===== config.mk =====
export PLATFORM = sky130hd
export DESIGN_NAME = rat_multiport
export DESIGN_NICKNAME = d
export VERILOG_FILES = /design/src/rtl/rat_pkg.sv /design/src/rtl/rat_read_port.sv /design/src/rtl/rat_multiport.sv
export SDC_FILE = /design/constraint.sdc
export NUM_CORES = 1
export LEC_CHECK = 0
export ABC_AREA = 1
export CAP_MARGIN = 25
export CORE_ASPECT_RATIO = 0.6
export CORE_MARGIN = 2
export CORE_UTILIZATION = 35
export CTS_BUF_LIST = sky130_fd_sc_hd__clkbuf_8
export DETAILED_ROUTE_END_ITERATION = 12
export HOLD_SLACK_MARGIN = 0.03
export RECOVER_POWER = 25
export SLEW_MARGIN = 20
export SYNTH_ARGS = -nofsm -noshare
export SYNTH_HDL_FRONTEND = slang
export SYNTH_HIERARCHICAL = 1
export SYNTH_SLANG_ARGS = --single-unit
export TNS_END_PERCENT = 1

===== constraint.sdc =====
create_clock -name i_clk -period 4.9 [get_ports i_clk]
set_input_delay 0.98 -clock i_clk [delete_from_list [all_inputs] [get_ports i_clk]]
set_output_delay 0.98 -clock i_clk [all_outputs]
set_load 0.005 [all_outputs]

===== src/rtl/rat_pkg.sv =====
// Shared helpers for the register alias table.
// Width derivation and per-port slice arithmetic.
package rat_pkg;

  function automatic int clog2(input int n);
    int r;
    r = 0;
    while ((1 << r) < n) r++;
    return r;
  endfunction

  // Never let a derived field collapse to zero bits.
  function automatic int w_of(input int n);
    return (clog2(n) < 1) ? 1 : clog2(n);
  endfunction

  function automatic int lo(input int idx, input int w);
    return idx * w;
  endfunction

endpackage


===== src/rtl/rat_read_port.sv =====
// One source lookup port of the alias table.
// Retire bypass outranks a pending mapping.
module rat_read_port
  import rat_pkg::*;
#(
  parameter int NUM_AREG = 4,
  parameter int TAG_W    = 2,
  parameter int DATA_W   = 16,
  parameter int AREG_W   = 2
) (
  input  logic [NUM_AREG-1:0]        map_valid,
  input  logic [NUM_AREG*TAG_W-1:0]  map_tag,
  input  logic [NUM_AREG*DATA_W-1:0] arf,
  input  logic                       ret_valid,
  input  logic [AREG_W-1:0]          ret_dst,
  input  logic [TAG_W-1:0]           ret_tag,
  input  logic [DATA_W-1:0]          ret_data,
  input  logic                       req,
  input  logic [AREG_W-1:0]          addr,
  output logic                       tag_valid,
  output logic [TAG_W-1:0]           tag,
  output logic                       val_valid,
  output logic [DATA_W-1:0]          val
);

  logic              hit;
  logic              sel_valid;
  logic [TAG_W-1:0]  sel_tag;
  logic [DATA_W-1:0] sel_val;
  logic              bypass;

  always_comb begin
    hit       = 1'b0;
    sel_valid = 1'b0;
    sel_tag   = '0;
    sel_val   = '0;
    for (int k = 0; k < NUM_AREG; k++) begin
      if (addr == AREG_W'(k)) begin
        hit       = 1'b1;
        sel_valid = map_valid[k];
        sel_tag   = map_tag[lo(k, TAG_W) +: TAG_W];
        sel_val   = arf[lo(k, DATA_W) +: DATA_W];
      end
    end
  end

  assign bypass = ret_valid && (ret_dst == addr)
               && sel_valid && (sel_tag == ret_tag);

  always_comb begin
    tag_valid = 1'b0;
    tag       = '0;
    val_valid = 1'b0;
    val       = '0;
    priority case (1'b1)
      !req: ;
      !hit: val_valid = 1'b1;
      bypass: begin
        val_valid = 1'b1;
        val       = ret_data;
      end
      sel_valid: begin
        tag_valid = 1'b1;
        tag       = sel_tag;
      end
      default: begin
        val_valid = 1'b1;
        val       = sel_val;
      end
    endcase
  end

endmodule


===== src/rtl/rat_multiport.sv =====
// Register alias table with multiple read ports,
// tag-matched retirement, flush recovery and retire bypass.
module rat_multiport
  import rat_pkg::*;
#(
  parameter int NUM_AREG  = 4,
  parameter int ROB_DEPTH = 4,
  parameter int DATA_W    = 16,
  parameter int NUM_RD    = 2,
  parameter logic [NUM_AREG*DATA_W-1:0] ARF_INIT = '0,
  localparam int TAG_W  = w_of(ROB_DEPTH),
  localparam int AREG_W = w_of(NUM_AREG)
) (
  input  logic                     i_clk,
  input  logic                     i_rstn,
  input  logic                     i_alloc_valid,
  input  logic [AREG_W-1:0]        i_alloc_dst,
  input  logic [TAG_W-1:0]         i_alloc_tag,
  input  logic                     i_ret_valid,
  input  logic [AREG_W-1:0]        i_ret_dst,
  input  logic [TAG_W-1:0]         i_ret_tag,
  input  logic [DATA_W-1:0]        i_ret_data,
  input  logic                     i_flush,
  input  logic [NUM_RD-1:0]        i_rd_req,
  input  logic [NUM_RD*AREG_W-1:0] i_rd_addr,
  output logic [NUM_RD-1:0]        o_rd_tag_valid,
  output logic [NUM_RD*TAG_W-1:0]  o_rd_tag,
  output logic [NUM_RD-1:0]        o_rd_val_valid,
  output logic [NUM_RD*DATA_W-1:0] o_rd_val
);

  logic [NUM_AREG-1:0]        map_valid;
  logic [NUM_AREG*TAG_W-1:0]  map_tag;
  logic [NUM_AREG*DATA_W-1:0] arf;

  for (genvar k = 0; k < NUM_AREG; k++) begin : g_reg
    logic              v_q;
    logic [TAG_W-1:0]  t_q;
    logic [DATA_W-1:0] d_q;
    logic              alloc_hit;
    logic              ret_hit;
    logic              ret_clr;

    assign alloc_hit = i_alloc_valid && !i_flush
                    && (i_alloc_dst == AREG_W'(k));
    assign ret_hit   = i_ret_valid && (i_ret_dst == AREG_W'(k));
    // Only the producer still owning the mapping may clear it.
    assign ret_clr   = ret_hit && v_q && (t_q == i_ret_tag);

    always_ff @(posedge i_clk or negedge i_rstn) begin
      if (!i_rstn) begin
        v_q <= 1'b0;
        t_q <= '0;
        d_q <= ARF_INIT[lo(k, DATA_W) +: DATA_W];
      end else begin
        if (i_flush) begin
          v_q <= 1'b0;
        end else if (alloc_hit) begin
          v_q <= 1'b1;
          t_q <= i_alloc_tag;
        end else if (ret_clr) begin
          v_q <= 1'b0;
        end
        if (ret_hit) d_q <= i_ret_data;
      end
    end

    assign map_valid[k]                    = v_q;
    assign map_tag[lo(k, TAG_W) +: TAG_W]  = t_q;
    assign arf[lo(k, DATA_W) +: DATA_W]    = d_q;
  end

  for (genvar p = 0; p < NUM_RD; p++) begin : g_rd
    rat_read_port #(
      .NUM_AREG (NUM_AREG),
      .TAG_W    (TAG_W),
      .DATA_W   (DATA_W),
      .AREG_W   (AREG_W)
    ) u_port (
      .map_valid (map_valid),
      .map_tag   (map_tag),
      .arf       (arf),
      .ret_valid (i_ret_valid),
      .ret_dst   (i_ret_dst),
      .ret_tag   (i_ret_tag),
      .ret_data  (i_ret_data),
      .req       (i_rd_req[p]),
      .addr      (i_rd_addr[lo(p, AREG_W) +: AREG_W]),
      .tag_valid (o_rd_tag_valid[p]),
      .tag       (o_rd_tag[lo(p, TAG_W) +: TAG_W]),
      .val_valid (o_rd_val_valid[p]),
      .val       (o_rd_val[lo(p, DATA_W) +: DATA_W])
    );
  end

endmodule


==> results.sh <==
export IMPL_die_x_um=158
export IMPL_antenna_found_initial=0
export IMPL_dr_pass1_iters=7
export IMPL_synth_seq_area_share_pct=38.1
export IMPL_max_freq_mhz=210
export IMPL_synth_distinct_cells=27
export IMPL_hold_path_class="register to register"
export IMPL_synth_area_leaders="dfrtp_1 (38%), nand2_1 (13%), nand3_1 (9.4%)"
export IMPL_synth_top_area_share_pct=38.1
export IMPL_syn_nets=715
export IMPL_cts_setup_buffers=0
export IMPL_p_per_area_nw_per_um2=307
export IMPL_tritoncts="yes"
export IMPL_multi_input_area_um2=2530
export IMPL_h_tree_depth=3
export IMPL_cp_required_ns=3.92
export IMPL_worstMarginPinSlew_ns=2.12
export IMPL_avgViaCountPerCell=5.47
export IMPL_drc_errors=0
export IMPL_finalClockSkew_ns=0.00547
export IMPL_root_buffer="clkbuf_8"
export IMPL_status="finished with violations"
export IMPL_area_delta_synth_final_pct=21.0
export IMPL_ir_worst_vdd_uv=139
export IMPL_ys_flop_type="dfrtp_1"
export IMPL_place_hpwl_mm=12.2
export IMPL_diodes=0
export IMPL_place_gp_congestion=0.966
export IMPL_p_sw_uw=625
export IMPL_violations="capacitance limit, slew limit"
export IMPL_std_cell_rows=33
export IMPL_synth_area_leader_cell="dfrtp_1"
export IMPL_yosysMostFrequentCell="nand2_1"
export IMPL_grt_max_degree=40
export IMPL_ios=75
export IMPL_finalSetupViolations=0
export IMPL_drv_cap=2
export IMPL_place_ws_ns=0.223
export IMPL_hold_viol=0
export IMPL_p_int_mw=1.23
export IMPL_sw_frac_of_total_pct=33.8
export IMPL_grt_pass1_vias=4905
export IMPL_grt_overflow_total=0
export IMPL_end_kind="output pin"
export IMPL_clkPwrFrac_pct=27.6
export IMPL_syn_cell_area_um2=4990
export IMPL_cp_arrival_ns=3.78
export IMPL_vias=5161
export IMPL_post_route_min_period_ns=4.76
export IMPL_ys_warn_count=6
export IMPL_core_area_um2=13800
export IMPL_regArea_um2=1900
export IMPL_drive_gt1_share_pct=12.4
export IMPL_synth_edff_count=0
export IMPL_setup_ws_ns=0.139
export IMPL_synth_seq_cells=76
export IMPL_clock_sinks=76
export IMPL_period_share_pct=97.2
export IMPL_cts_buffers=9
export IMPL_grtUsageTotal_pct=23.5
export IMPL_cp_max_fo=12
export IMPL_critPathKind="primary input to output pin"
export IMPL_drt_total_wl_mm=17.1
export IMPL_initial_core_util_pct=36.2
export IMPL_grt_pass1_wl_mm=26.9
export IMPL_fillCellCount=1429
export IMPL_clock_path_buffers=2
export IMPL_fp_dieH_um=96.5
export IMPL_async_flop_share_pct=100
export IMPL_cts_resized=0
export IMPL_rsz0062_at_grt="false"
export IMPL_tns_ns=0
export IMPL_clock_latency_ns=0.36
export IMPL_ant_nets=0
export IMPL_p_seq_share_pct=44.2
export IMPL_port_buffers=74
export IMPL_path_clk_slew_ns=0.08
export IMPL_netlist_instances=680
export IMPL_wl_per_cell_um=18.1
export IMPL_max_slew_margin_rel_pct=-41.4
export IMPL_combPwrFrac_pct=28.2
export IMPL_synth_commonest_cells="nand2_1 (172), nand3_1 (94), dfrtp_1 (76)"
export IMPL_hold_buffers=0
export IMPL_die_area_um2=15200
export IMPL_dr_first_iter_drc_count=470
export IMPL_slew_violations=70
export IMPL_synth_area_per_cell_um2=7.33
export IMPL_nNetsFinal=782
export IMPL_cp_start_kind="primary input"
export IMPL_p_leak_nw=2.68
[sequential cells by signal, indices dropped and copies added (netlist names)]
name and count:
g.v_q 4, g.t_q 8, g.d_q 64
[cells in the final DEF (no fill, tap or decap), drive strengths merged]
cell             n
nand2          174
o21ai          106
nand3           94
dfrtp           76
clkdlybuf4s50   73
inv             67
nor2            39
a21oi           34
o211ai          28
buf             21
clkbuf          15
o22ai            8
xnor2            4
or2              2
nor3             2
nand4            2
nand3b           2
o221ai           2
clkinv           2
bufinv           1
[critical path, cell delays in order]
cell	delay [ns]
clkdlybuf4s50_1	0.76
buf_4	0.28
nand3_1	0.13
nand4_2	0.12
nand2_1	0.10
nor2_4	0.37
buf_4	0.23
nand3_1	0.09
a21oi_1	0.18
clkdlybuf4s50_1	0.53
[final timing paths]
| kind | start | end | depth (start not counted) | slack, ns |
|---|---|---|---|---|
| worst max-delay path | i_rd_addr[3] | o_rd_val[24] | 10 | 0.14 |
| worst min-delay path | g_reg[2].d_q[9] | g_reg[2].d_q[9] | 2 | 0.50 |
| worst max register to register | g_reg[2].t_q[0] | g_reg[2].v_q | 4 | 3.98 |
| worst min register to register | g_reg[2].d_q[9] | g_reg[2].d_q[9] | 2 | 0.50 |
| max in group asynchronous | i_rstn | g_reg[3].d_q[15] | 2 | 1.89 |
| min in group asynchronous | i_rstn | g_reg[3].v_q | 1 | 0.61 |
[area by class of cell]
cell class	count	area share [%]
sequential	76	31.5
inverter	66	4.11
tap	192	3.98
multi-input combinational	497	41.9
clock inverter	4	0.788
timing repair buffer	97	14.9
clock buffer	12	2.74
[power by group through the flow]
| stage | sequential (mW) | clock [mW] | combinational, mW |
|---|---|---|---|
| floorplan | 0.797 | 0 | 0.326 |
| global placement | 0.823 | 0 | 0.504 |
| detailed placement | 0.826 | 0 | 0.514 |
| CTS | 0.815 | 0.522 | 0.517 |
| global route | 0.831 | 0.550 | 0.579 |
| finish | 0.818 | 0.511 | 0.522 |
[stage by stage]
step | cell area, um2 | hold slack (ns) | util [%] | power, mW | cells
finish | 6030 | 0.505 | 43.7 | 1.85 | 944
CTS | 6030 | 0.506 | 43.7 | 1.85 | 943
floorplan | 4990 | 0.463 | - | 1.12 | 680
detailed placement | 5820 | 0.487 | 42.2 | 1.34 | 927
global placement | 5820 | 0.484 | 42.2 | 1.33 | 927
global route | 6030 | 0.534 | 43.7 | 1.96 | 944
[routing by layer]
metal	part of all wire (%)	track usage, %	routed length, um	vias up
met4	1.5	7.51	259	0
met2	41	33.2	6940	292
li1	-	-	-	2421
met1	47	35.2	8110	2424
met5	0	0	0	-
met3	11	5.58	1810	24
[cell families after synthesis]
kind of cell,Yosys count,share of synthesized area [%]
DFF,76,38.1
AOI/OAI and AO/OA,178,22.3
xor gates and xnor gates,4,0.703
buffers and inverters,107,11.1
and+or+nand+nor,315,27.8
Note: power is estimated with default switching activity, not from simulation.
